## src/rtl/slave_spi_trx_if.sv

```systemverilog
// FIFO-side bundle of the SPI slave: TX show-ahead head/pop and RX push.
// The slave modport is the SPI block's view, master is the FIFO side.
interface slave_spi_trx_if;
    logic       empty_i;
    logic [7:0] tx_data_i;
    logic       fifo_rd_o;
    logic       tx_urun_o;
    logic       rx_full_i;
    logic [7:0] rx_data_o;
    logic       fifo_wr_o;
    logic       rx_ovr_o;

    modport slave (
        input  empty_i, tx_data_i, rx_full_i,
        output fifo_rd_o, tx_urun_o,
        output rx_data_o, fifo_wr_o, rx_ovr_o
    );

    modport master (
        output empty_i, tx_data_i, rx_full_i,
        input  fifo_rd_o, tx_urun_o,
        input  rx_data_o, fifo_wr_o, rx_ovr_o
    );
endinterface

```

## src/rtl/slave_spi_trx.sv

```systemverilog
// Full-duplex SPI slave, all SPI pins oversampled in the sclk domain.
// Bytes received go to the RX FIFO, replies come from a show-ahead TX FIFO.
module slave_spi_trx (
    input  logic        sclk,
    input  logic        rstn,
    input  logic        ssck,
    input  logic        ssen,
    input  logic        ssci,
    output logic        ssco,
    input  logic [1:0]  mode_r,
    input  logic        sen_pol_r,
    slave_spi_trx_if.slave fifo
);
    typedef enum logic {IDLE, ACTIVE} state_t;

    state_t     state_q;
    state_t     state_d;
    logic [2:0] ck_s;
    logic [2:0] en_s;
    logic [1:0] di_s;
    logic [2:0] bcnt;
    logic [7:0] rxs;
    logic [7:0] txs;

    logic cpol;
    logic cpha;
    logic ck_rise;
    logic ck_fall;
    logic smp_edge;
    logic drv_edge;
    logic sel;
    logic sel_rise;
    logic load;
    logic shift;
    logic smp;
    logic clear;
    logic done;

    assign cpol     = mode_r[1];
    assign cpha     = mode_r[0];
    assign ck_rise  = ck_s[1] & ~ck_s[2];
    assign ck_fall  = ~ck_s[1] & ck_s[2];
    assign smp_edge = (cpol == cpha) ? ck_rise : ck_fall;
    assign drv_edge = (cpol == cpha) ? ck_fall : ck_rise;
    assign sel      = (en_s[1] == sen_pol_r);
    // Only a real select transition starts a frame, never the reset value.
    assign sel_rise = sel & (en_s[2] != sen_pol_r);
    assign ssco     = sel & (state_q == ACTIVE) & txs[7];

    // State register.
    always_ff @(posedge sclk or negedge rstn) begin
        if (!rstn) begin
            state_q <= IDLE;
        end else begin
            state_q <= state_d;
        end
    end

    // Next state and per-cycle datapath controls.
    always_comb begin
        state_d = state_q;
        load    = 1'b0;
        shift   = 1'b0;
        smp     = 1'b0;
        clear   = 1'b0;
        done    = 1'b0;
        unique case (state_q)
            IDLE: begin
                if (sel_rise) begin
                    state_d = ACTIVE;
                    load    = ~cpha;
                end
            end
            ACTIVE: begin
                if (!sel) begin
                    state_d = IDLE;
                    clear   = 1'b1;
                    done    = smp_edge && (bcnt == 3'd7);
                end else begin
                    if (smp_edge) begin
                        smp = 1'b1;
                        if (bcnt == 3'd7) begin
                            done = 1'b1;
                            load = ~cpha;
                        end
                    end
                    if (drv_edge) begin
                        if (cpha) begin
                            if (bcnt == 3'd0) load = 1'b1;
                            else              shift = 1'b1;
                        end else if (bcnt != 3'd0) begin
                            shift = 1'b1;
                        end
                    end
                end
            end
        endcase
    end

    // Synchronizers, shift registers, FIFO strobes and RX data.
    always_ff @(posedge sclk or negedge rstn) begin
        if (!rstn) begin
            ck_s           <= 3'b000;
            en_s           <= 3'b000;
            di_s           <= 2'b00;
            bcnt           <= 3'd0;
            rxs            <= 8'h00;
            txs            <= 8'h00;
            fifo.fifo_rd_o <= 1'b0;
            fifo.tx_urun_o <= 1'b0;
            fifo.fifo_wr_o <= 1'b0;
            fifo.rx_ovr_o  <= 1'b0;
            fifo.rx_data_o <= 8'h00;
        end else begin
            ck_s           <= {ck_s[1:0], ssck};
            en_s           <= {en_s[1:0], ssen};
            di_s           <= {di_s[0], ssci};
            fifo.fifo_rd_o <= load & ~fifo.empty_i;
            fifo.tx_urun_o <= load & fifo.empty_i;
            fifo.fifo_wr_o <= done & ~fifo.rx_full_i;
            fifo.rx_ovr_o  <= done & fifo.rx_full_i;
            if (done && !fifo.rx_full_i) begin
                fifo.rx_data_o <= {rxs[6:0], di_s[1]};
            end
            if (clear) begin
                bcnt <= 3'd0;
                rxs  <= 8'h00;
                txs  <= 8'h00;
            end else begin
                if (smp) begin
                    bcnt <= bcnt + 3'd1;
                    rxs  <= {rxs[6:0], di_s[1]};
                end
                if (load) begin
                    txs <= fifo.empty_i ? 8'h00 : fifo.tx_data_i;
                end else if (shift) begin
                    txs <= {txs[6:0], 1'b0};
                end
            end
        end
    end
endmodule

```

## src/flat_wrapper.sv

```systemverilog
// flat-port wrapper written by rule: the top's interface ports become plain ports
module slave_spi_trx_flat 
  (sclk, rstn, ssck, ssen, ssci, ssco, mode_r, sen_pol_r, fifo_empty_i, fifo_tx_data_i, fifo_rx_full_i, fifo_fifo_rd_o, fifo_tx_urun_o, fifo_rx_data_o, fifo_fifo_wr_o, fifo_rx_ovr_o);
  slave_spi_trx_if fifo_i ();
  input  logic sclk;
  input  logic rstn;
  input  logic ssck;
  input  logic ssen;
  input  logic ssci;
  output logic ssco;
  input  logic [1:0] mode_r;
  input  logic sen_pol_r;
  input wire logic [$bits(fifo_i.empty_i)-1:0] fifo_empty_i;
  input wire logic [$bits(fifo_i.tx_data_i)-1:0] fifo_tx_data_i;
  input wire logic [$bits(fifo_i.rx_full_i)-1:0] fifo_rx_full_i;
  output wire logic [$bits(fifo_i.fifo_rd_o)-1:0] fifo_fifo_rd_o;
  output wire logic [$bits(fifo_i.tx_urun_o)-1:0] fifo_tx_urun_o;
  output wire logic [$bits(fifo_i.rx_data_o)-1:0] fifo_rx_data_o;
  output wire logic [$bits(fifo_i.fifo_wr_o)-1:0] fifo_fifo_wr_o;
  output wire logic [$bits(fifo_i.rx_ovr_o)-1:0] fifo_rx_ovr_o;
  assign fifo_i.empty_i = fifo_empty_i;
  assign fifo_i.tx_data_i = fifo_tx_data_i;
  assign fifo_i.rx_full_i = fifo_rx_full_i;
  assign fifo_fifo_rd_o = fifo_i.fifo_rd_o;
  assign fifo_tx_urun_o = fifo_i.tx_urun_o;
  assign fifo_rx_data_o = fifo_i.rx_data_o;
  assign fifo_fifo_wr_o = fifo_i.fifo_wr_o;
  assign fifo_rx_ovr_o = fifo_i.rx_ovr_o;
  slave_spi_trx u_core (.sclk(sclk), .rstn(rstn), .ssck(ssck), .ssen(ssen), .ssci(ssci), .ssco(ssco), .mode_r(mode_r), .sen_pol_r(sen_pol_r), .fifo(fifo_i));
endmodule
```

## config.mk

```make
export PLATFORM = sky130hd
export DESIGN_NAME = slave_spi_trx_flat
export DESIGN_NICKNAME = d
export VERILOG_FILES = /design/src/rtl/slave_spi_trx_if.sv /design/src/rtl/slave_spi_trx.sv /design/src/flat_wrapper.sv
export SDC_FILE = /design/constraint.sdc
export NUM_CORES = 1
export LEC_CHECK = 0
export ABC_AREA = 1
export BUFFER_PORTS_ARGS = -buffer_cell sky130_fd_sc_hd__buf_2
export CAP_MARGIN = 20
export CORE_MARGIN = 8
export CORE_UTILIZATION = 59
export DETAILED_ROUTE_END_ITERATION = 6
export PLACE_DENSITY = 0.83
export SYNTH_ARGS = -nofsm -noshare
export SYNTH_HDL_FRONTEND = slang
export SYNTH_SLANG_ARGS = --single-unit
```

## constraint.sdc

```tcl
create_clock -name sclk -period 4.7 [get_ports sclk]
set_clock_uncertainty 0.1 [all_clocks]
set_input_delay 0.235 -clock sclk [delete_from_list [all_inputs] [get_ports sclk]]
set_output_delay 0.235 -clock sclk [all_outputs]
set_load 0.01 [all_outputs]
```

==> impl_metrics.json, run 1 <==
{
  "intPower_uw": 447,
  "h-tree-depth": 2,
  "final_nets": 262,
  "rsz0062_at_grt": "false",
  "crit_fanout": 9,
  "drv_cap": 0,
  "finalHoldViolCount": 0,
  "setup_viol": 0,
  "synth_area_per_cell_um2": 9.01,
  "worst_slew_pin_slew_ns": 0.825,
  "start_kind": "flop",
  "ctsResizeCount": 0,
  "achievable-frequency_ghz": 0.549,
  "rows": 20,
  "cts_buffers": 5,
  "dr.pass1.iters": 4,
  "antenna_left": 0,
  "die_area_um2": 5100,
  "syn_area_um2": 1810,
  "clockPowerShare": 0.306,
  "cts_sinks": 39,
  "crit_required_ns": 4.85,
  "layout-drive-gt1-share": 0.227,
  "slew_headroom": 0.450,
  "regArea_um2": 976,
  "reg2reg_from": "u_core.bcnt[0]",
  "whs_ns": 0.0649,
  "ir_drop_v": 0.000219,
  "power.net_switching_uw": 167,
  "crit_type": "reg -> reg",
  "area_delta_synth_final_pct": 15.9,
  "p_sw_frac": 0.272,
  "min_path_cells": 3,
  "track_usage": 0.136,
  "muxShareOfSynthArea": 0,
  "detail_route.iter0.violations": 70,
  "total_leakage_power_uw": 0.00119,
  "syn_nets": 222,
  "hold_end": "u_core.fifo.tx_urun_o",
  "io-pin-count": 31,
  "grt_pass1_vias": 1282,
  "powerDensity_nw_per_um2": 293,
  "seq_area_frac_synth": 0.539,
  "synth_xor_area_frac": 0,
  "synth_top_family_by_area": "simple AND/OR/NAND/NOR gates",
  "crit_path_end_kind": "flop",
  "reg2reg_to": "u_core.txs[7]",
  "vias_per_cell": 5.12,
  "synthAdderAreaFrac": 0.0207,
  "num_vias": 1408,
  "setup_tns_ns": 0,
  "hold_start": "fifo_empty_i",
  "die_w_um": 71.4,
  "cp.arrival_ns": 1.97,
  "drc": 0,
  "die-height_um": 71.4,
  "port_buffers": 30,
  "clk_latency_ns": 0.36,
  "worst-r2r-setup-slack_ns": 2.88,
  "design.core.area_um2": 2980,
  "grt_max_degree": 40,
  "cts_buffer_depth": 2,
  "global_route.overflow_total": 0,
  "antenna_found_initial": 0,
  "antenna_cells": 0,
  "final.min_clock_period_ns": 1.82,
  "wl_per_cell_um": 12.1,
  "start_util": 0.608,
  "hold_class": "in -> reg",
  "combPwrFrac": 0.121,
  "synth_compound_area_frac": 0.0684,
  "crit_start": "u_core.bcnt[0]",
  "slew_viol_final": 0,
  "multi_input_area_um2": 672,
  "ff2ff_path_depth": 8,
  "synth_cell_types": 23,
  "seqPwrFrac": 0.573,
  "dp_hpwl_mm": 2.37,
  "synthCells": 201,
  "grt_pass1_wl_mm": 5.44,
  "drt-total-wl_mm": 3.32,
  "clk_pin_slew_ns": 0.12,
  "cts_root_buf": "clkbuf_4",
  "fill_cells": 239,
  "yosys.area_share.simple": 0.282,
  "status": "finished, final reports clean",
  "fin_crit_sh": 0.388,
  "cts_tree": "done",
  "ys_seq_elements": 39,
  "gp_congestion": 0.834,
  "synth-warning-count": 0
}
==> cells by family after synthesis <==
group / after synthesis
flops: 39
buf+inv: 38
fa+ha+maj: 3
simple gates: 100
compound gates: 21
==> synth_stat cells <==
cell type | number | share of area
o22ai_1 | 7 | 0.024
nand4_1 | 8 | 0.028
nand4_2 | 1 | 0.0069
a21oi_2 | 1 | 0.0048
nand3b_1 | 8 | 0.033
o21ai_2 | 1 | 0.0048
ha_1 | 3 | 0.021
inv_1 | 34 | 0.070
buf_8 | 1 | 0.0083
o21ai_1 | 8 | 0.022
nand2_1 | 53 | 0.11
dfrtp_1 | 39 | 0.54
buf_2 | 1 | 0.0028
nand2_4 | 1 | 0.0062
buf_6 | 1 | 0.0062
o21ai_0 | 3 | 0.0083
nand3_2 | 3 | 0.017
inv_2 | 1 | 0.0021
o21a_1 | 1 | 0.0041
nand2_2 | 7 | 0.024
nand3_1 | 4 | 0.011
nand3_4 | 2 | 0.019
nor2_1 | 13 | 0.027
==> layout by cell type (no fill, tap or decap), types with 4 or more instances in the layout <==
cell / instances
dlygate4sd3_1: 6
nand4_1: 8
o22ai_1: 7
buf_2: 30
nand3b_1: 8
inv_1: 34
nor2_1: 13
o21ai_1: 8
dfrtp_1: 39
clkbuf_4: 5
nand2_2: 7
nand2_1: 53
nand3_1: 4
==> worst max path at each step <==
| stage | depth (start not counted) | slack (ns) | to |
|---|---|---|---|
| 5_1_grt | 8 | 2.77 | u_core.txs[3] |
| 3_5_place_dp | 8 | 2.91 | u_core.txs[7] |
| 2_1_floorplan | 11 | 3.08 | u_core.txs[7] |
| 4_1_cts | 8 | 2.87 | u_core.txs[7] |
| 6_report | 8 | 2.88 | u_core.txs[7] |
| 3_3_place_gp | 8 | 2.98 | u_core.txs[7] |
==> registers in the layout, summed over array words and instances, names as in the netlist <==
register               cells
u_core.fifo.rx_ovr_o       1
u_core.rxs                 7
u_core.en_s                3
u_core.state_q             1
u_core.fifo.fifo_wr_o      1
u_core.txs                 8
u_core.di_s                2
u_core.fifo.rx_data_o      8
u_core.bcnt                3
u_core.ck_s                3
u_core.fifo.fifo_rd_o      1
u_core.fifo.tx_urun_o      1
==> per-layer routing <==
layer	vias up	routed length, µm	global-route usage	part of all wire
li1	718	-	-	-
met1	662	1480	0.144	0.45
met2	22	1620	0.234	0.49
met3	6	164	0.0530	0.049
met4	0	51	0.0577	0.015
met5	-	0	0	0
==> power by group through the flow <==
stage / registers (µW) / logic [µW] / clock network [µW]
global route: 353 / 84.8 / 206
detailed placement: 359 / 71.2 / 0
finish: 352 / 74.6 / 188
CTS: 352 / 75.2 / 191
global placement: 358 / 69.4 / 0
floorplan: 358 / 49.3 / 0
==> critical path: stages, from the launching register on <==
cell	delay (ns)
dfrtp_1	0.40
ha_1	0.19
ha_1	0.21
inv_1	0.06
nor2_1	0.06
nand3_4	0.14
nand4_1	0.32
nand2_1	0.17
nand2_1	0.06
==> through the flow <==
step           total power (µW)  setup slack, ns  utilization  std cells  cell area [µm²]
5_1_grt                     644             2.77        0.705        275             2100
6_report                    614             2.88        0.705        275             2100
4_1_cts                     618             2.87        0.705        275             2100
3_3_place_gp                427             2.98        0.662        261             1970
2_1_floorplan               407             3.08            -        201             1810
3_5_place_dp                430             2.91        0.662        261             1970
==> area by class of cell <==
class,instances,area share
flip-flops and latches,39,0.465
multi-input cells,124,0.320
repair buffers,36,0.100
inverters,35,0.0626
clock buffers,6,0.0244
well taps,33,0.0197
clock inverters,2,0.00775
==> what timing repair did <==
| item | in CTS | in global routing |
|---|---|---|
| hold buffers | 6 | 0 |
| setup buffers | 0 | 0 |
| endpoints found under the hold margin | 44 | 0 |
Note: power is estimated with default switching activity, not from simulation.
==> inputs of run 2 (changes only) <==
- CORE_UTILIZATION: 59 -> 49
- PLACE_DENSITY: 0.83 -> 0.74
- clock period: 4.7 -> 1.5 ns (I/O delays scaled with it)
==> run 2 against run 1 <==
Against the previous run: the flow now finishes with violations (setup timing); critical endpoint unchanged; combinational power grew to 5.0 times the previous value; first-iteration DRC count grew 2.9%; global-route usage shrank 0.17 points; die area grew 16%; core utilization grew 2.5 points; count of clock-buffer cells in the layout shrank 1; fmax grew 11%; highest routed layer unchanged; routed wire length grew 36%; flip-flop and latch count is the same.
==> impl_metrics.json, run 2 (synthesis gave the netlist of run 1 again) <==
{
  "detail_route.iter0.violations": 72,
  "h-tree-depth": 2,
  "wl_per_cell_um": 14.4,
  "wl_met1_mm": 1.89,
  "cts_tree": "done",
  "grt_max_degree": 40,
  "rows": 22,
  "ff2ff_path_depth": 10,
  "die-height_um": 76.8,
  "crit_fanout": 6,
  "largest_registers": "u_core.fifo.rx_data_o: 8 flops, u_core.txs: 8 flops, u_core.rxs: 7 flops",
  "area_delta_synth_final_pct": 45.4,
  "cts_buffers": 5,
  "slew_viol_final": 0,
  "antenna_cells": 0,
  "post-place-ws_ns": -0.0972,
  "drv_cap": 0,
  "powerDensity_nw_per_um2": 879,
  "crit_type": "reg -> reg",
  "dp_hpwl_mm": 2.66,
  "crit_path_end_kind": "flop",
  "vias_per_cell": 5.13,
  "die_w_um": 76.8,
  "grt_pass1_vias": 1484,
  "global_route.overflow_total": 0,
  "achievable-frequency_ghz": 0.610,
  "start_kind": "flop",
  "whs_ns": 0.0830,
  "antenna_left": 0,
  "reg2reg_to": "u_core.txs[7]",
  "cp_common_cell": "nand2_1",
  "dr.pass1.iters": 4,
  "cp.arrival_ns": 1.72,
  "track_usage": 0.134,
  "critPathMaxStageDelay_ns": 0.37,
  "final_common_cell": "nand2_1",
  "die_area_um2": 5900,
  "gp_congestion": 0.779,
  "worst-r2r-setup-slack_ns": -0.14,
  "cts_sinks": 39,
  "clk_pin_slew_ns": 0.07,
  "total_leakage_power_uw": 0.00138,
  "cts_root_buf": "clkbuf_8",
  "crit_required_ns": 1.58,
  "finalHoldViolCount": 0,
  "layout-drive-gt1-share": 0.417,
  "design.core.area_um2": 3610,
  "wl_met2_mm": 2.26,
  "dr_wl_met3_um": 226,
  "clk_latency_ns": 0.29,
  "io-pin-count": 31,
  "setup_slack_ns": -0.140,
  "fin_crit_sh": 1.09,
  "port_buffers": 30,
  "setup_tns_ns": -1.09,
  "cp_cell_sequence": "ha_2 > ha_4 > inv_2 > nor2_4 > nand3_4 > buf_4 > nand4_1 > nand2_1 > nand2_1 > nand2_1",
  "rsz0062_at_grt": "true",
  "final_cell_mix": "43 x nand2_1, 39 x dfrtp_1, 30 x inv_1, 30 x buf_2",
  "final.min_clock_period_ns": 1.64,
  "num_vias": 1610,
  "crit_start": "u_core.bcnt[1]",
  "critPathSlowestCell": "dfrtp_1",
  "top_layer_used": "met4",
  "status": "complete, but fails checks",
  "ir_drop_v": 0.00105,
  "worst_slew_pin_slew_ns": 0.478,
  "violations": "setup timing",
  "hold_class": "in -> reg",
  "endpoint": "u_core.txs[7]",
  "final_nets": 287,
  "drc": 0,
  "slew_headroom": 0.681,
  "setup_viol": 17,
  "start_util": 0.502,
  "grt_pass1_wl_mm": 6.43,
  "drt-total-wl_mm": 4.51,
  "place_area_um2": 2120,
  "cts_buffer_depth": 2,
  "reg2reg_from": "u_core.bcnt[1]",
  "antenna_found_initial": 0,
  "final_area_um2": 2630
}
run 2: layout make-up:
| cell class | instances | area, µm² |
|---|---|---|
| clock inverters | 2 | 37.5 |
| fillers | 239 | 973 |
| well taps | 48 | 60.1 |
| flip-flops and latches | 39 | 976 |
| inverters | 35 | 134 |
| repair buffers | 58 | 448 |
| multi-input cells | 127 | 908 |
| clock buffers | 5 | 68.8 |
run 2: timing repair:
action | CTS | global route
hold endpoints to repair | 45 | 0
setup endpoints to repair | 19 | 29
gates cloned | 2 | 3
hold buffers | 7 | 0
pin swaps | 6 | 14
buffers inserted | 2 | 4
gates resized for setup | 12 | 41
run 2: through the flow:
stage	total power, µW	instances	utilization
floorplan	1270	201	-
CTS	2270	308	0.661
detailed placement	1380	290	0.589
global placement	1370	290	0.589
global route	2410	314	0.730
finish	2310	314	0.730
run 2: how the worst min path moves through the flow:
stage	start	end	slack [ns]	cells past startpoint
floorplan	rstn	u_core.bcnt[0]	-0.32	0
global route	fifo_tx_data_i[2]	u_core.txs[2]	0.12	7
global placement	rstn	u_core.fifo.rx_data_o[6]	0.05	2
detailed placement	rstn	u_core.fifo.rx_data_o[6]	0.05	2
CTS	fifo_tx_data_i[5]	u_core.txs[5]	0.07	7
finish	fifo_tx_data_i[4]	u_core.txs[4]	0.08	7
run 2: layer usage:
| layer | GRT usage | vias to the layer above |
|---|---|---|
| met2 | 0.211 | 39 |
| met4 | 0.0865 | 0 |
| met3 | 0.0326 | 12 |
| met5 | 0 | - |
| met1 | 0.160 | 787 |
| li1 | - | 772 |
run 2: where the power goes:
group | leakage (µW) | switching, µW | total, µW | internal (µW)
combinational | 0.000806 | 218 | 374 | 156
sequential | 0.000522 | 20.8 | 1110 | 1090
clock | 0.0000502 | 348 | 834 | 486
total | 0.00138 | 587 | 2310 | 1730
run 2: worst max-delay path, delay by kind of cell, from the launching register on:
family	cells	cell delay, ns
AND/OR/NAND/NOR	6	0.48
flip-flops	1	0.37
adder cells (fa/ha/maj)	2	0.36
buffers and inverters	2	0.22
==> inputs of run 3 (changes only) <==
- MAX_ROUTING_LAYER: not set -> met4
==> run 3 against run 2 <==
Against the previous run: the flow still finishes with violations (setup timing); via count decreased by 0.93%; global-route usage increased by 0.42 points; combinational power about the same; largest cell class unchanged.
==> impl_metrics.json, run 3 (synthesis gave the netlist of run 1 again) <==
{
  "drv_cap": 0,
  "clk_latency_ns": 0.29,
  "design.core.area_um2": 3610,
  "die-height_um": 76.8,
  "fin_crit_sh": 1.09,
  "clk_pin_slew_ns": 0.07,
  "crit_path_end_kind": "flop",
  "dr.pass1.iters": 4,
  "final_common_cell": "nand2_1",
  "die_area_um2": 5900,
  "rsz0062_at_grt": "true",
  "grt_pass1_wl_mm": 6.44,
  "detail_route.iter0.violations": 86,
  "final_core_util": 0.730,
  "layout-drive-gt1-share": 0.417,
  "antenna_left": 0,
  "cts_buffer_depth": 2,
  "setup_viol": 17,
  "powerDensity_nw_per_um2": 879,
  "finalHoldViolCount": 0,
  "port_buffers": 30,
  "ir_drop_v": 0.00105,
  "crit_fanout": 6,
  "final_cells": 314,
  "status": "complete, but fails checks",
  "placed_cells": 290,
  "crit_required_ns": 1.58,
  "worst_slew_pin_slew_ns": 0.472,
  "final_cell_mix": "43 x nand2_1, 39 x dfrtp_1, 30 x inv_1, 30 x buf_2",
  "die_w_um": 76.8,
  "largest_registers": "u_core.fifo.rx_data_o: 8 flops, u_core.txs: 8 flops, u_core.rxs: 7 flops",
  "reg2reg_to": "u_core.txs[7]",
  "cts_buffers": 5,
  "area_delta_synth_final_pct": 45.4,
  "cts_sinks": 39,
  "gp_congestion": 0.790,
  "endpoint": "u_core.txs[7]",
  "io-pin-count": 31,
  "grt_max_degree": 40,
  "cp.arrival_ns": 1.72,
  "violations": "setup timing",
  "start_kind": "flop",
  "hold_class": "in -> reg",
  "antenna_cells": 0,
  "wl_per_cell_um": 14.5,
  "drt-total-wl_mm": 4.54,
  "worst-r2r-setup-slack_ns": -0.14,
  "slew_viol_final": 0,
  "track_usage": 0.138,
  "global_route.overflow_total": 0,
  "ff2ff_path_depth": 10,
  "num_vias": 1595,
  "total_power_uw": 2310,
  "total_leakage_power_uw": 0.00138,
  "crit_type": "reg -> reg",
  "fill_cells": 239,
  "start_util": 0.502,
  "grt_pass1_vias": 1479,
  "final.min_clock_period_ns": 1.64,
  "cts_root_buf": "clkbuf_8",
  "rows": 22,
  "h-tree-depth": 2,
  "cts_tree": "done",
  "setup_slack_ns": -0.142,
  "vias_per_cell": 5.08,
  "post-place-ws_ns": -0.0972,
  "reg2reg_from": "u_core.bcnt[1]",
  "antenna_found_initial": 0,
  "crit_start": "u_core.bcnt[1]",
  "achievable-frequency_ghz": 0.609,
  "dp_hpwl_mm": 2.66,
  "whs_ns": 0.0859,
  "final_nets": 287,
  "slew_headroom": 0.685,
  "drc": 0
}
==> run 3: cell counts in the layout (fill, tap and decap cells not counted) <==
No cell type changed its count.
==> run 3: final cells by class <==
| type | count | area (µm²) | area share |
|---|---|---|---|
| Clock inverter | 2 | 37.5 | 0.0143 |
| Sequential cell | 39 | 976 | 0.371 |
| Timing Repair Buffer | 58 | 448 | 0.170 |
| Tap cell | 48 | 60.1 | 0.0228 |
| Multi-Input combinational cell | 127 | 908 | 0.345 |
| Clock buffer | 5 | 68.8 | 0.0261 |
| Inverter | 35 | 134 | 0.0509 |
==> run 3: worst min-delay path by stage <==
stage                      start                  endpoint  slack [ns]  cells after the start
6_report       fifo_tx_data_i[4]             u_core.txs[4]        0.09                      7
5_1_grt        fifo_tx_data_i[2]             u_core.txs[2]        0.12                      7
4_1_cts        fifo_tx_data_i[5]             u_core.txs[5]        0.07                      7
3_5_place_dp                rstn  u_core.fifo.rx_data_o[6]        0.05                      2
3_3_place_gp                rstn  u_core.fifo.rx_data_o[6]        0.05                      2
2_1_floorplan               rstn            u_core.bcnt[0]       -0.32                      0
==> run 3: metrics by stage <==
stage,TNS [ns],cell area [µm²]
2_1_floorplan,-0.327,1830
3_3_place_gp,-0.451,2120
3_5_place_dp,-1.22,2120
4_1_cts,-0.762,2380
5_1_grt,-2.87,2630
6_report,-1.09,2630
==> run 3: where the power goes <==
| part | internal (µW) | switching [µW] |
|---|---|---|
| logic | 156 | 218 |
| clock network | 486 | 348 |
| registers | 1090 | 20.9 |
| total | 1730 | 586 |
==> run 3: repair_timing <==
item,in CTS,in global routing
resized for setup,12,41
setup endpoints to repair,19,29
pin swaps,6,14
gates cloned,2,3
hold buffers,7,0
setup buffers,2,4
hold endpoints to repair,45,0
==> run 3: routing by layer <==
metal  GRT usage  vias up  wire length [µm]
li1            -      768                 -
met2       0.209       31              2290
met1       0.163      784              1930
met5           -        -                 0
met3      0.0326       12               198
met4      0.0865        0               127
==> run 3: critical path, stage by stage (launching register included) <==
cell	delay, ns
dfrtp_1	0.37
ha_2	0.22
ha_4	0.14
inv_2	0.04
nor2_4	0.09
nand3_4	0.14
buf_4	0.18
nand4_1	0.09
nand2_1	0.07
nand2_1	0.05
nand2_1	0.04
